[src/rtl/scan_ctrl_pkg.sv]
// Shared types and constants for the scan chain sequencer.
package scan_ctrl_pkg;

  typedef enum logic [1:0] {
    IDLE   = 2'd0,
    LOAD   = 2'd1,
    CAPT   = 2'd2,
    UNLOAD = 2'd3
  } scan_state_t;

  localparam logic FILL_BIT = 1'b0;

endpackage

[src/rtl/scan_bit_counter.sv]
// Loadable down-counter shared by the LOAD, CAPT and UNLOAD phases.
module scan_bit_counter #(
  parameter int CNT_W = 6
) (
  input  logic             clk_i,
  input  logic             rst_i,
  input  logic             load_i,
  input  logic [CNT_W-1:0] load_val_i,
  input  logic             dec_i,
  output logic             last_o
);

  logic [CNT_W-1:0] cnt_q;

  always_ff @(posedge clk_i) begin
    if (rst_i) begin
      cnt_q <= '0;
    end else if (load_i) begin
      cnt_q <= load_val_i;
    end else if (dec_i) begin
      cnt_q <= cnt_q - CNT_W'(1);
    end
  end

  // Terminal count is 1 so a phase of N cycles is loaded with N.
  assign last_o = (cnt_q == CNT_W'(1));

endmodule

[src/rtl/scan_chain_ctrl.sv]
// Load / capture / unload sequencer for one scan chain of mux-D scan flops.
//  state  | meaning
//  IDLE   | SSEL=0, waiting for START
//  LOAD   | shifting pattern into chain, MSB first
//  CAPT   | functional clocks, SSEL=0
//  UNLOAD | shifting response out of chain tail, fill bits in
module scan_chain_ctrl
  import scan_ctrl_pkg::*;
#(
  parameter int CHAIN_LEN      = 32,
  parameter int CAPTURE_CYCLES = 1
) (
  input  logic                 CLK,
  input  logic                 RST,
  input  logic                 START,
  input  logic                 ABORT,
  input  logic [CHAIN_LEN-1:0] PAT_IN,
  input  logic                 SDOUT,
  output logic                 SSEL,
  output logic                 SDIN,
  output logic                 BUSY,
  output logic                 DONE,
  output logic [CHAIN_LEN-1:0] RESP
);

  localparam int MAX_CNT = (CHAIN_LEN > CAPTURE_CYCLES) ? CHAIN_LEN : CAPTURE_CYCLES;
  localparam int CNT_W   = $clog2(MAX_CNT + 1);
  localparam logic [CNT_W-1:0] LEN_CNT = CNT_W'(CHAIN_LEN);
  localparam logic [CNT_W-1:0] CAP_CNT = CNT_W'(CAPTURE_CYCLES);

  scan_state_t            state_q, state_d;
  logic                   ssel_q, ssel_d;
  logic                   sdin_q, sdin_d;
  logic                   done_q, done_d;
  logic [CHAIN_LEN-1:0]   pat_sr_q, pat_sr_d;
  logic [CHAIN_LEN-2:0]   resp_sr_q, resp_sr_d;
  logic [CHAIN_LEN-1:0]   resp_q, resp_d;

  logic                   cnt_load;
  logic [CNT_W-1:0]       cnt_val;
  logic                   cnt_dec;
  logic                   cnt_last;

  scan_bit_counter #(.CNT_W(CNT_W)) u_cnt (
    .clk_i      (CLK),
    .rst_i      (RST),
    .load_i     (cnt_load),
    .load_val_i (cnt_val),
    .dec_i      (cnt_dec),
    .last_o     (cnt_last)
  );

  always_ff @(posedge CLK) begin
    if (RST) begin
      state_q   <= IDLE;
      ssel_q    <= 1'b0;
      sdin_q    <= 1'b0;
      done_q    <= 1'b0;
      pat_sr_q  <= '0;
      resp_sr_q <= '0;
      resp_q    <= '0;
    end else begin
      state_q   <= state_d;
      ssel_q    <= ssel_d;
      sdin_q    <= sdin_d;
      done_q    <= done_d;
      pat_sr_q  <= pat_sr_d;
      resp_sr_q <= resp_sr_d;
      resp_q    <= resp_d;
    end
  end

  // ssel_d/sdin_d describe the next cycle, keeping SSEL/SDIN purely registered.
  always_comb begin
    state_d   = state_q;
    ssel_d    = 1'b0;
    sdin_d    = 1'b0;
    done_d    = 1'b0;
    pat_sr_d  = pat_sr_q;
    resp_sr_d = resp_sr_q;
    resp_d    = resp_q;
    cnt_load  = 1'b0;
    cnt_val   = LEN_CNT;
    cnt_dec   = 1'b0;

    case (state_q)
      IDLE: begin
        if (START && !ABORT) begin
          state_d  = LOAD;
          ssel_d   = 1'b1;
          sdin_d   = PAT_IN[CHAIN_LEN-1];
          pat_sr_d = PAT_IN << 1;
          cnt_load = 1'b1;
          cnt_val  = LEN_CNT;
        end
      end
      LOAD: begin
        if (ABORT) begin
          state_d = IDLE;
        end else if (cnt_last) begin
          state_d  = CAPT;
          cnt_load = 1'b1;
          cnt_val  = CAP_CNT;
        end else begin
          ssel_d   = 1'b1;
          sdin_d   = pat_sr_q[CHAIN_LEN-1];
          pat_sr_d = pat_sr_q << 1;
          cnt_dec  = 1'b1;
        end
      end
      CAPT: begin
        if (ABORT) begin
          state_d = IDLE;
        end else if (cnt_last) begin
          state_d  = UNLOAD;
          ssel_d   = 1'b1;
          sdin_d   = FILL_BIT;
          cnt_load = 1'b1;
          cnt_val  = LEN_CNT;
        end else begin
          cnt_dec = 1'b1;
        end
      end
      UNLOAD: begin
        if (ABORT) begin
          state_d = IDLE;
        end else begin
          resp_sr_d = (CHAIN_LEN-1)'({resp_sr_q, SDOUT});
          if (cnt_last) begin
            state_d = IDLE;
            resp_d  = {resp_sr_q, SDOUT};
            done_d  = 1'b1;
          end else begin
            ssel_d  = 1'b1;
            sdin_d  = FILL_BIT;
            cnt_dec = 1'b1;
          end
        end
      end
      default: state_d = IDLE;
    endcase
  end

  assign SSEL = ssel_q;
  assign SDIN = sdin_q;
  assign BUSY = (state_q != IDLE);
  assign DONE = done_q;
  assign RESP = resp_q;

endmodule

[config.mk]
export PLATFORM = sky130hd
export DESIGN_NAME = scan_chain_ctrl
export DESIGN_NICKNAME = d
export VERILOG_FILES = /design/src/rtl/scan_ctrl_pkg.sv /design/src/rtl/scan_bit_counter.sv /design/src/rtl/scan_chain_ctrl.sv
export SDC_FILE = /design/constraint.sdc
export NUM_CORES = 1
export LEC_CHECK = 0
export CAP_MARGIN = 15
export CORE_MARGIN = 5
export CORE_UTILIZATION = 57
export DETAILED_ROUTE_END_ITERATION = 16
export PLACE_DENSITY_LB_ADDON = 0.12
export SLEW_MARGIN = 20
export SYNTH_ARGS = -nofsm -noshare
export SYNTH_HDL_FRONTEND = slang
export SYNTH_HIERARCHICAL = 1
export SYNTH_SLANG_ARGS = --single-unit
[constraint.sdc]
create_clock -name CLK -period 4.1 [get_ports CLK]
set_input_delay 0.82 -clock CLK [delete_from_list [all_inputs] [get_ports CLK]]
set_output_delay 0.82 -clock CLK [all_outputs]
set_load 0.05 [all_outputs]
==> impl_results.html, run 1 <==
<table>
<tr><th>Metric</th><th>Value</th></tr>
<tr><th colspan="2">Timing</th></tr>
<tr><td>Finish-stage setup viols</td><td>0</td></tr>
<tr><td>Clock skew after layout</td><td>0.0123 ns</td></tr>
<tr><td>Share of the cycle needed by the critical path after routing</td><td>73.0%</td></tr>
<tr><td>Worst-Margin Slew</td><td>0.692 ns</td></tr>
<tr><td>Total negative slack</td><td>0 ns</td></tr>
<tr><td>Final Slew Violations</td><td>0</td></tr>
<tr><td>Final Hold Viols</td><td>0</td></tr>
<tr><td>RSZ-0062 raised after global routing</td><td>false</td></tr>
<tr><td>Final critical-path required period</td><td>2.99 ns</td></tr>
<tr><td>Highest clock rate</td><td>334 MHz</td></tr>
<tr><td>Max-Slew Margin vs Limit</td><td>53.9%</td></tr>
<tr><td>Setup WS post-layout</td><td>1.11 ns</td></tr>
<tr><th colspan="2">Setup path</th></tr>
<tr><td>Startpoint of the most critical register-to-register path</td><td>state_q[1]$_SDFFE_PP0P_</td></tr>
<tr><td>Worst-case register-to-register setup slack</td><td>1.60 ns</td></tr>
<tr><td>Kind of critical path</td><td>reg2out</td></tr>
<tr><td>Data required time of the worst path</td><td>3.28 ns</td></tr>
<tr><td>Ordered cell list for the critical path</td><td>inv_1 &gt; ha_1 &gt; inv_2 &gt; clkdlybuf4s50_1</td></tr>
<tr><td>CP bufs+invs</td><td>3</td></tr>
<tr><td>Data arrival time at the worst-slack endpoint</td><td>2.17 ns</td></tr>
<tr><td>End of the critical path</td><td>BUSY</td></tr>
<tr><td>Largest delay contributor family on the critical path</td><td>buffers and inverters</td></tr>
<tr><td>Critical Path Sink Type</td><td>output port</td></tr>
<tr><td>Register-to-Register Path Depth</td><td>8</td></tr>
<tr><td>Biggest fanout along the worst timing path</td><td>9</td></tr>
<tr><td>Source of the critical timing path</td><td>state_q[0]$_SDFFE_PP0P_</td></tr>
<tr><td>Number of cells on the critical path</td><td>4</td></tr>
<tr><td>Crit path largest cell delay</td><td>0.82 ns</td></tr>
<tr><td>Sort of element at the start of the critical path</td><td>flop</td></tr>
<tr><td>Critical register-to-register path endpoint</td><td>pat_sr_q[28]$_SDFFE_PP0P_</td></tr>
<tr><td>Cell type of the slowest stage on the worst timing path</td><td>sky130_fd_sc_hd__clkdlybuf4s50_1</td></tr>
<tr><th colspan="2">CTS</th></tr>
<tr><td>Num Clock Sinks</td><td>105</td></tr>
<tr><td>Clock tree from TritonCTS</td><td>yes</td></tr>
<tr><td>Clock-pin transition on the worst setup and hold timing paths</td><td>0.09 ns</td></tr>
<tr><td>Cts bufs inserted</td><td>9</td></tr>
<tr><td>CTS Buffer Depth</td><td>2</td></tr>
<tr><td>Number of hold buffers added after CTS</td><td>0</td></tr>
<tr><td>Clock tree root driver cell</td><td>sky130_fd_sc_hd__clkbuf_8</td></tr>
<tr><td>Clock latency at the later pin of the worst-skew pair</td><td>0.35 ns</td></tr>
<tr><td>Number of levels the H-tree was split into</td><td>3</td></tr>
<tr><td>Post-CTS setup repair buffer count</td><td>0</td></tr>
<tr><td>Cts repair resizes</td><td>0</td></tr>
<tr><th colspan="2">Pwr</th></tr>
<tr><td>Worst voltage drop across the vdd grid</td><td>0.274 mV</td></tr>
<tr><td>Standby leakage power</td><td>1.83 nW</td></tr>
<tr><td>Clock power share</td><td>31.3%</td></tr>
<tr><td>Sw frac</td><td>27.5%</td></tr>
<tr><td>Int Pwr</td><td>1.71 mW</td></tr>
<tr><td>Portion of total power attributed to sequential cells</td><td>47.9%</td></tr>
<tr><td>Pwr Density</td><td>442 nW/µm²</td></tr>
<tr><td>Net switching power</td><td>0.651 mW</td></tr>
<tr><td>Share of total power in combinational logic</td><td>20.8%</td></tr>
<tr><th colspan="2">Logic synthesis</th></tr>
<tr><td>Number of flops mapped to enable cells by yosys</td><td>0</td></tr>
<tr><td>FFs w/ async S/R, synth</td><td>0%</td></tr>
<tr><td>Average footprint of a synthesized cell</td><td>9.92 µm²</td></tr>
<tr><td>Share of synthesized area occupied by flip-flops and latches</td><td>48.2%</td></tr>
<tr><td>Most frequent cell after synthesis</td><td>sky130_fd_sc_hd__dfxtp_1</td></tr>
<tr><td>Cells after Synth</td><td>440</td></tr>
<tr><td>Flip-flop and latch count after synthesis</td><td>105</td></tr>
<tr><td>Library cells used by synthesis</td><td>45</td></tr>
<tr><td>Top area cells in the synthesized netlist</td><td>sky130_fd_sc_hd__dfxtp_1 (48%), sky130_fd_sc_hd__a211oi_2 (8.6%), sky130_fd_sc_hd__mux2i_1 (6.9%)</td></tr>
<tr><td>Fraction of synthesized cell area taken by the top area cell type</td><td>48.2%</td></tr>
<tr><td>Cell area after technology mapping</td><td>4360 µm²</td></tr>
<tr><td>Cell accounting for the most synthesized area</td><td>sky130_fd_sc_hd__dfxtp_1</td></tr>
<tr><td>Top FF cell, synth</td><td>sky130_fd_sc_hd__dfxtp_1</td></tr>
<tr><td>Most common library cells after synthesis</td><td>sky130_fd_sc_hd__dfxtp_1 (105), sky130_fd_sc_hd__nand2_1 (69), sky130_fd_sc_hd__nor3_1 (38)</td></tr>
<tr><td>Yosys warning count</td><td>6</td></tr>
<tr><th colspan="2">Worst hold path</th></tr>
<tr><td>Kind of path behind the tightest hold check</td><td>reg2reg</td></tr>
<tr><th colspan="2">Global route</th></tr>
<tr><td>Global-route usage over all layers</td><td>19.4%</td></tr>
<tr><td>Total gr overflow</td><td>0</td></tr>
<tr><td>Global-route wire length before repair</td><td>15600 µm</td></tr>
<tr><td>Number of global-route vias before repair</td><td>3339</td></tr>
<tr><td>Initial antenna violation count</td><td>0</td></tr>
<tr><td>Maximum number of pins on one net before global-route repair</td><td>59</td></tr>
<tr><th colspan="2">Placed design</th></tr>
<tr><td>Weighted congestion reported at the end of routability-driven placement</td><td>0.762</td></tr>
<tr><td>Cell Count Post-Placement</td><td>589</td></tr>
<tr><td>Dpl hpwl</td><td>6090 µm</td></tr>
<tr><td>Pre-CTS worst setup slack</td><td>1.05 ns</td></tr>
<tr><td>Number of I/O port buffers</td><td>72</td></tr>
<tr><th colspan="2">Layout</th></tr>
<tr><td>Footprint of the multi-input gates</td><td>2060 µm²</td></tr>
<tr><td>Number of cells in the finished layout apart from fillers</td><td>605</td></tr>
<tr><td>Number of diodes</td><td>0</td></tr>
<tr><td>Fraction of layout cells with a size suffix above 1</td><td>13.3%</td></tr>
<tr><td>Area taken by flip-flops and latches</td><td>2100 µm²</td></tr>
<tr><td>Final-layout fill cell count</td><td>602</td></tr>
<tr><td>Layout Nets</td><td>542</td></tr>
<tr><td>Synthesis-to-finish area growth</td><td>22.6%</td></tr>
<tr><th colspan="2">Detailed routing</th></tr>
<tr><td>Vias after detailed routing</td><td>3327</td></tr>
<tr><td>Via density per instance</td><td>5.50</td></tr>
<tr><td>DRC violations left</td><td>0</td></tr>
<tr><td>Number of violations reported at the end of detailed-routing iteration 0</td><td>167</td></tr>
<tr><td>Drt pass-1 iters</td><td>4</td></tr>
<tr><td>Antenna Nets Post-Route</td><td>0</td></tr>
<tr><td>Wire length per cell</td><td>15.0 µm</td></tr>
<tr><td>Final wirelength</td><td>9060 µm</td></tr>
<tr><th colspan="2">Floorplan</th></tr>
<tr><td>Die width</td><td>97.5 µm</td></tr>
<tr><td>Die span in y</td><td>97.5 µm</td></tr>
<tr><td>Core box area</td><td>7610 µm²</td></tr>
<tr><td>Floorplan die area</td><td>9500 µm²</td></tr>
<tr><td>Boundary pin count</td><td>73</td></tr>
<tr><td>Standard-cell rows</td><td>32</td></tr>
<tr><td>Initial standard-cell utilization of the core</td><td>57.4%</td></tr>
<tr><th colspan="2">Job</th></tr>
<tr><td>Number of max-cap violations</td><td>0</td></tr>
<tr><th colspan="2">Status</th></tr>
<tr><td>Status</td><td>complete, no violations</td></tr>
</table>
per-stage QoR:
step | power [mW] | utilization, % | hold WS (ns) | instance area [µm²]
CTS | 2.39 | 70.3 | 0.470 | 5350
finish | 2.36 | 70.3 | 0.471 | 5350
global route | 2.49 | 70.3 | 0.490 | 5350
floorplan | 1.55 | - | 0.437 | 4370
global placement | 1.63 | 67.2 | 0.447 | 5110
detailed placement | 1.65 | 67.2 | 0.457 | 5110
how the worst min path moves through the flow:
stage                     depth (start not counted)                        from                         end  slack [ns]
after global routing                              2  resp_sr_q[13]$_SDFFE_PP0P_  resp_sr_q[14]$_SDFFE_PP0P_        0.49
after CTS                                         2  resp_sr_q[30]$_SDFFE_PP0P_  resp_sr_q[30]$_SDFFE_PP0P_        0.47
after floorplan                                   2  resp_sr_q[30]$_SDFFE_PP0P_  resp_sr_q[30]$_SDFFE_PP0P_        0.44
after global placement                            2  resp_sr_q[30]$_SDFFE_PP0P_  resp_sr_q[30]$_SDFFE_PP0P_        0.45
after detailed placement                          2  resp_sr_q[30]$_SDFFE_PP0P_  resp_sr_q[30]$_SDFFE_PP0P_        0.46
final                                             2  resp_sr_q[30]$_SDFFE_PP0P_  resp_sr_q[30]$_SDFFE_PP0P_        0.47
routing by layer:
metal  global-route usage, %  part of all wire, %  vias up
li1                        -                    -     1681
met1                    25.6                   48     1577
met2                    31.3                   47       62
met3                    4.59                  4.4        7
met4                    6.60                 0.73        0
met5                       0                    0        -
worst register-to-register path: stages, from the launching register on:
cell	delay (ns)
sky130_fd_sc_hd__dfxtp_1	0.34
sky130_fd_sc_hd__inv_1	0.13
sky130_fd_sc_hd__ha_2	0.22
sky130_fd_sc_hd__buf_4	0.47
sky130_fd_sc_hd__nand2b_4	0.12
sky130_fd_sc_hd__a211oi_4	0.22
sky130_fd_sc_hd__or2_1	0.44
sky130_fd_sc_hd__buf_4	0.33
sky130_fd_sc_hd__a211oi_2	0.10
state kept, by name (all words and copies together), names as in the netlist:
name,count
DONE,1
RESP,32
SDIN,1
SSEL,1
pat_sr_q,31
resp_sr_q,31
state_q,2
u_cnt/cnt_q,6
logic make-up (layout without fill, tap and decap cells):
group           Yosys count  in the layout  synth area share (%)
compound gates          115            115                  22.5
mux                      30             30                  6.88
simple gates            133            133                  14.4
xor+xnor                  3              3                 0.602
fa+ha+maj                 7              7                  2.01
buf+inv                  46            106                  5.39
other cells               1              4                0.0860
flops                   105            105                  48.2
cell type report:
class                           instances  share of cell area (%)
Clock inverter                          6                    2.13
Sequential cell                       105                    39.3
Clock buffer                           10                    2.39
Inverter                                8                   0.561
Multi-Input combinational cell        292                    38.4
Timing Repair Buffer                   82                    14.8
Tap cell                              102                    2.39
placed cells by master, fill, tap and decap left out, types with 2 or more instances in the layout:
master	instances
sky130_fd_sc_hd__mux2i_1	30
sky130_fd_sc_hd__a21oi_1	36
sky130_fd_sc_hd__o32ai_1	2
sky130_fd_sc_hd__a22o_1	31
sky130_fd_sc_hd__xor2_1	2
sky130_fd_sc_hd__buf_4	11
sky130_fd_sc_hd__nor2_1	6
sky130_fd_sc_hd__nor2b_2	2
sky130_fd_sc_hd__clkinvlp_4	2
sky130_fd_sc_hd__nor3_1	38
sky130_fd_sc_hd__bufinv_16	3
sky130_fd_sc_hd__a211oi_1	3
sky130_fd_sc_hd__and2_1	2
sky130_fd_sc_hd__o211ai_1	2
sky130_fd_sc_hd__nand2_1	69
sky130_fd_sc_hd__conb_1	4
sky130_fd_sc_hd__inv_2	2
sky130_fd_sc_hd__a211oi_2	29
sky130_fd_sc_hd__nor3b_1	2
sky130_fd_sc_hd__nand2b_1	2
sky130_fd_sc_hd__nor2b_1	3
sky130_fd_sc_hd__ha_1	6
sky130_fd_sc_hd__clkdlybuf4s50_1	71
sky130_fd_sc_hd__clkbuf_8	9
sky130_fd_sc_hd__dfxtp_1	105
sky130_fd_sc_hd__inv_1	6
power by group through the flow:
| stage | clock network (mW) | logic (mW) | registers [mW] |
|---|---|---|---|
| global placement | 0 | 0.479 | 1.15 |
| floorplan | 0 | 0.397 | 1.15 |
| detailed placement | 0 | 0.494 | 1.15 |
| finish | 0.740 | 0.492 | 1.13 |
| global route | 0.811 | 0.534 | 1.14 |
| CTS | 0.761 | 0.495 | 1.13 |
(Power assumes the default switching activity.)
==> run 2, diff against run 1 <==
--- a/config.mk
+++ b/config.mk
@@ -7,7 +7,7 @@
 export LEC_CHECK = 0
 export CAP_MARGIN = 15
 export CORE_MARGIN = 5
-export CORE_UTILIZATION = 57
+export CORE_UTILIZATION = 48
 export DETAILED_ROUTE_END_ITERATION = 16
 export PLACE_DENSITY_LB_ADDON = 0.12
 export SLEW_MARGIN = 20
==> constraint.sdc (replaced) <==
create_clock -name CLK -period 2.7 [get_ports CLK]
set_input_delay 0.54 -clock CLK [delete_from_list [all_inputs] [get_ports CLK]]
set_output_delay 0.54 -clock CLK [all_outputs]
set_load 0.05 [all_outputs]
==> run 2 against run 1 <==
Effect of this change:
- core utilization shrank 9.1 points
- final cell count grew 2.0%
- global-route usage shrank 2.1 points
- non-clock buffer count grew 6
- largest power group unchanged
==> impl_results.html, run 2 (synthesis results as in run 1) <==
<table>
<tr><th>Metric</th><th>Value</th></tr>
<tr><th colspan="2">Status</th></tr>
<tr><td>Status</td><td>complete, no violations</td></tr>
<tr><th colspan="2">Setup path</th></tr>
<tr><td>Data arrival time at the worst-slack endpoint</td><td>2.48 ns</td></tr>
<tr><td>Biggest fanout along the worst timing path</td><td>9</td></tr>
<tr><td>Sort of element at the start of the critical path</td><td>flop</td></tr>
<tr><td>Data required time of the worst path</td><td>2.97 ns</td></tr>
<tr><td>Source of the critical timing path</td><td>u_cnt/cnt_q[1]$_SDFFE_PP0P_</td></tr>
<tr><td>Critical Path Sink Type</td><td>flop</td></tr>
<tr><td>Kind of critical path</td><td>reg2reg</td></tr>
<tr><td>Startpoint of the most critical register-to-register path</td><td>u_cnt/cnt_q[1]$_SDFFE_PP0P_</td></tr>
<tr><th colspan="2">Global route</th></tr>
<tr><td>Global-route usage over all layers</td><td>17.3%</td></tr>
<tr><td>Global-route wire length before repair</td><td>16100 µm</td></tr>
<tr><td>Total gr overflow</td><td>0</td></tr>
<tr><td>Initial antenna violation count</td><td>0</td></tr>
<tr><td>Number of global-route vias before repair</td><td>3373</td></tr>
<tr><td>Maximum number of pins on one net before global-route repair</td><td>46</td></tr>
<tr><th colspan="2">Timing</th></tr>
<tr><td>Setup WS post-layout</td><td>0.491 ns</td></tr>
<tr><td>Worst-Margin Slew</td><td>0.583 ns</td></tr>
<tr><td>Share of the cycle needed by the critical path after routing</td><td>81.8%</td></tr>
<tr><td>Clock skew after layout</td><td>0.00973 ns</td></tr>
<tr><td>Total negative slack</td><td>0 ns</td></tr>
<tr><td>Final Hold Viols</td><td>0</td></tr>
<tr><td>Max-Slew Margin vs Limit</td><td>61.1%</td></tr>
<tr><td>Final critical-path required period</td><td>2.21 ns</td></tr>
<tr><td>Highest clock rate</td><td>453 MHz</td></tr>
<tr><td>Worst hold slack across all endpoints</td><td>0.462 ns</td></tr>
<tr><td>Final Slew Violations</td><td>0</td></tr>
<tr><td>RSZ-0062 raised after global routing</td><td>false</td></tr>
<tr><td>Finish-stage setup viols</td><td>0</td></tr>
<tr><th colspan="2">Layout</th></tr>
<tr><td>Most common library cell in the layout ignoring fill and taps</td><td>sky130_fd_sc_hd__dfxtp_1</td></tr>
<tr><td>Highest-count cells in the layout ignoring fill and taps</td><td>sky130_fd_sc_hd__dfxtp_1 (105), sky130_fd_sc_hd__clkdlybuf4s50_1 (70), sky130_fd_sc_hd__nand2_1 (69)</td></tr>
<tr><td>Layout Nets</td><td>548</td></tr>
<tr><td>Number of cells in the finished layout apart from fillers</td><td>617</td></tr>
<tr><td>Number of diodes</td><td>0</td></tr>
<tr><td>Fraction of layout cells with a size suffix above 1</td><td>14.7%</td></tr>
<tr><td>Synthesis-to-finish area growth</td><td>23.7%</td></tr>
<tr><td>Final core utilization</td><td>61.3%</td></tr>
<tr><td>Max reg flops</td><td>32</td></tr>
<tr><th colspan="2">Detailed routing</th></tr>
<tr><td>Antenna Nets Post-Route</td><td>0</td></tr>
<tr><td>DRC violations left</td><td>0</td></tr>
<tr><td>Final wirelength</td><td>9420 µm</td></tr>
<tr><td>Drt pass-1 iters</td><td>4</td></tr>
<tr><td>Number of violations reported at the end of detailed-routing iteration 0</td><td>177</td></tr>
<tr><td>Via density per instance</td><td>5.44</td></tr>
<tr><td>Vias after detailed routing</td><td>3358</td></tr>
<tr><td>Wire length per cell</td><td>15.3 µm</td></tr>
<tr><th colspan="2">Floorplan</th></tr>
<tr><td>Initial standard-cell utilization of the core</td><td>49.5%</td></tr>
<tr><td>Standard-cell rows</td><td>34</td></tr>
<tr><td>Die width</td><td>105 µm</td></tr>
<tr><td>Floorplan die area</td><td>11100 µm²</td></tr>
<tr><td>Core box area</td><td>8810 µm²</td></tr>
<tr><td>Boundary pin count</td><td>73</td></tr>
<tr><td>Die span in y</td><td>105 µm</td></tr>
<tr><th colspan="2">CTS</th></tr>
<tr><td>Clock tree from TritonCTS</td><td>yes</td></tr>
<tr><td>CTS Buffer Depth</td><td>2</td></tr>
<tr><td>Cts bufs inserted</td><td>9</td></tr>
<tr><td>Cts repair resizes</td><td>0</td></tr>
<tr><td>Clock latency at the later pin of the worst-skew pair</td><td>0.36 ns</td></tr>
<tr><td>Num Clock Sinks</td><td>105</td></tr>
<tr><td>Clock-pin transition on the worst setup and hold timing paths</td><td>0.10 ns</td></tr>
<tr><td>Clock tree root driver cell</td><td>sky130_fd_sc_hd__clkbuf_8</td></tr>
<tr><td>Post-CTS setup repair buffer count</td><td>0</td></tr>
<tr><td>Number of levels the H-tree was split into</td><td>3</td></tr>
<tr><td>Number of hold buffers added after CTS</td><td>0</td></tr>
<tr><th colspan="2">Placed design</th></tr>
<tr><td>Weighted congestion reported at the end of routability-driven placement</td><td>0.830</td></tr>
<tr><td>Number of I/O port buffers</td><td>72</td></tr>
<tr><td>Cell Count Post-Placement</td><td>601</td></tr>
<tr><td>Pre-CTS worst setup slack</td><td>0.390 ns</td></tr>
<tr><td>Dpl hpwl</td><td>6250 µm</td></tr>
<tr><th colspan="2">Pwr</th></tr>
<tr><td>Sw frac</td><td>29.9%</td></tr>
<tr><td>Portion of total power attributed to sequential cells</td><td>49.3%</td></tr>
<tr><td>Net switching power</td><td>1.04 mW</td></tr>
<tr><td>Clock power share</td><td>28.9%</td></tr>
<tr><td>Pwr Density</td><td>646 nW/µm²</td></tr>
<tr><td>Share of total power in combinational logic</td><td>21.8%</td></tr>
<tr><td>Standby leakage power</td><td>1.86 nW</td></tr>
<tr><td>Int Pwr</td><td>2.44 mW</td></tr>
<tr><td>Worst voltage drop across the vdd grid</td><td>0.394 mV</td></tr>
<tr><th colspan="2">Worst hold path</th></tr>
<tr><td>Min-delay src</td><td>RESP[31]$_SDFFE_PP0P_</td></tr>
<tr><td>Kind of path behind the tightest hold check</td><td>reg2reg</td></tr>
<tr><th colspan="2">Job</th></tr>
<tr><td>Number of max-cap violations</td><td>0</td></tr>
</table>
-- run 2: cell count changes in the layout (fill, tap and decap cells not counted) --
cell,previous run,this run
sky130_fd_sc_hd__buf_4,11,16
sky130_fd_sc_hd__clkdlybuf4s50_1,71,70
sky130_fd_sc_hd__inv_8,0,1
sky130_fd_sc_hd__clkinv_2,0,1
sky130_fd_sc_hd__clkinv_8,0,1
sky130_fd_sc_hd__clkbuf_1,1,0
sky130_fd_sc_hd__inv_6,1,2
sky130_fd_sc_hd__clkinvlp_4,2,1
sky130_fd_sc_hd__buf_12,0,2
sky130_fd_sc_hd__bufinv_16,3,1
-- run 2: final timing paths --
check                                 to  slack, ns  depth (start not counted)
max reg2reg  u_cnt/cnt_q[4]$_SDFFE_PP0P_       0.49                          7
max          u_cnt/cnt_q[4]$_SDFFE_PP0P_       0.49                          7
min                RESP[31]$_SDFFE_PP0P_       0.46                          2
min reg2reg        RESP[31]$_SDFFE_PP0P_       0.46                          2
-- run 2: per-stage QoR --
step	total power [mW]	cell area [µm²]
6_report	3.49	5400
5_1_grt	3.66	5400
4_1_cts	3.54	5400
3_5_place_dp	2.52	5180
3_3_place_gp	2.50	5180
2_1_floorplan	2.35	4370
-- run 2: worst max-delay path: stages, from the launching register on --
cell	delay [ns]
sky130_fd_sc_hd__dfxtp_1	0.40
sky130_fd_sc_hd__inv_1	0.08
sky130_fd_sc_hd__ha_1	0.17
sky130_fd_sc_hd__and2_1	0.25
sky130_fd_sc_hd__nor3_1	0.41
sky130_fd_sc_hd__nand2_2	0.13
sky130_fd_sc_hd__or4_1	0.40
sky130_fd_sc_hd__a311oi_1	0.27
-- run 2: power by group through the flow --
stage               Sequential, mW  Combinational [mW]  Clock [mW]
floorplan                     1.74               0.603           0
global placement              1.75               0.749           0
detailed placement            1.75               0.765           0
CTS                           1.72               0.768        1.05
global route                  1.73               0.839        1.10
finish                        1.72               0.761        1.01
-- run 2: final cells by class --
type | instances | area (µm²)
flip-flops and latches | 105 | 2100
multi-input cells | 292 | 2060
clock inverters | 7 | 87.6
clock buffers | 9 | 124
inverters | 8 | 30.0
well taps | 108 | 135
repair buffers | 88 | 861
fillers | 791 | 3410
-- run 2: routing by layer --
layer	track usage, %	up-vias	share of wire (%)
li1	-	1685	-
met1	22.6	1599	47
met2	28.4	68	47
met3	4.10	6	4.5
met4	5.34	0	1.1
met5	0	-	0
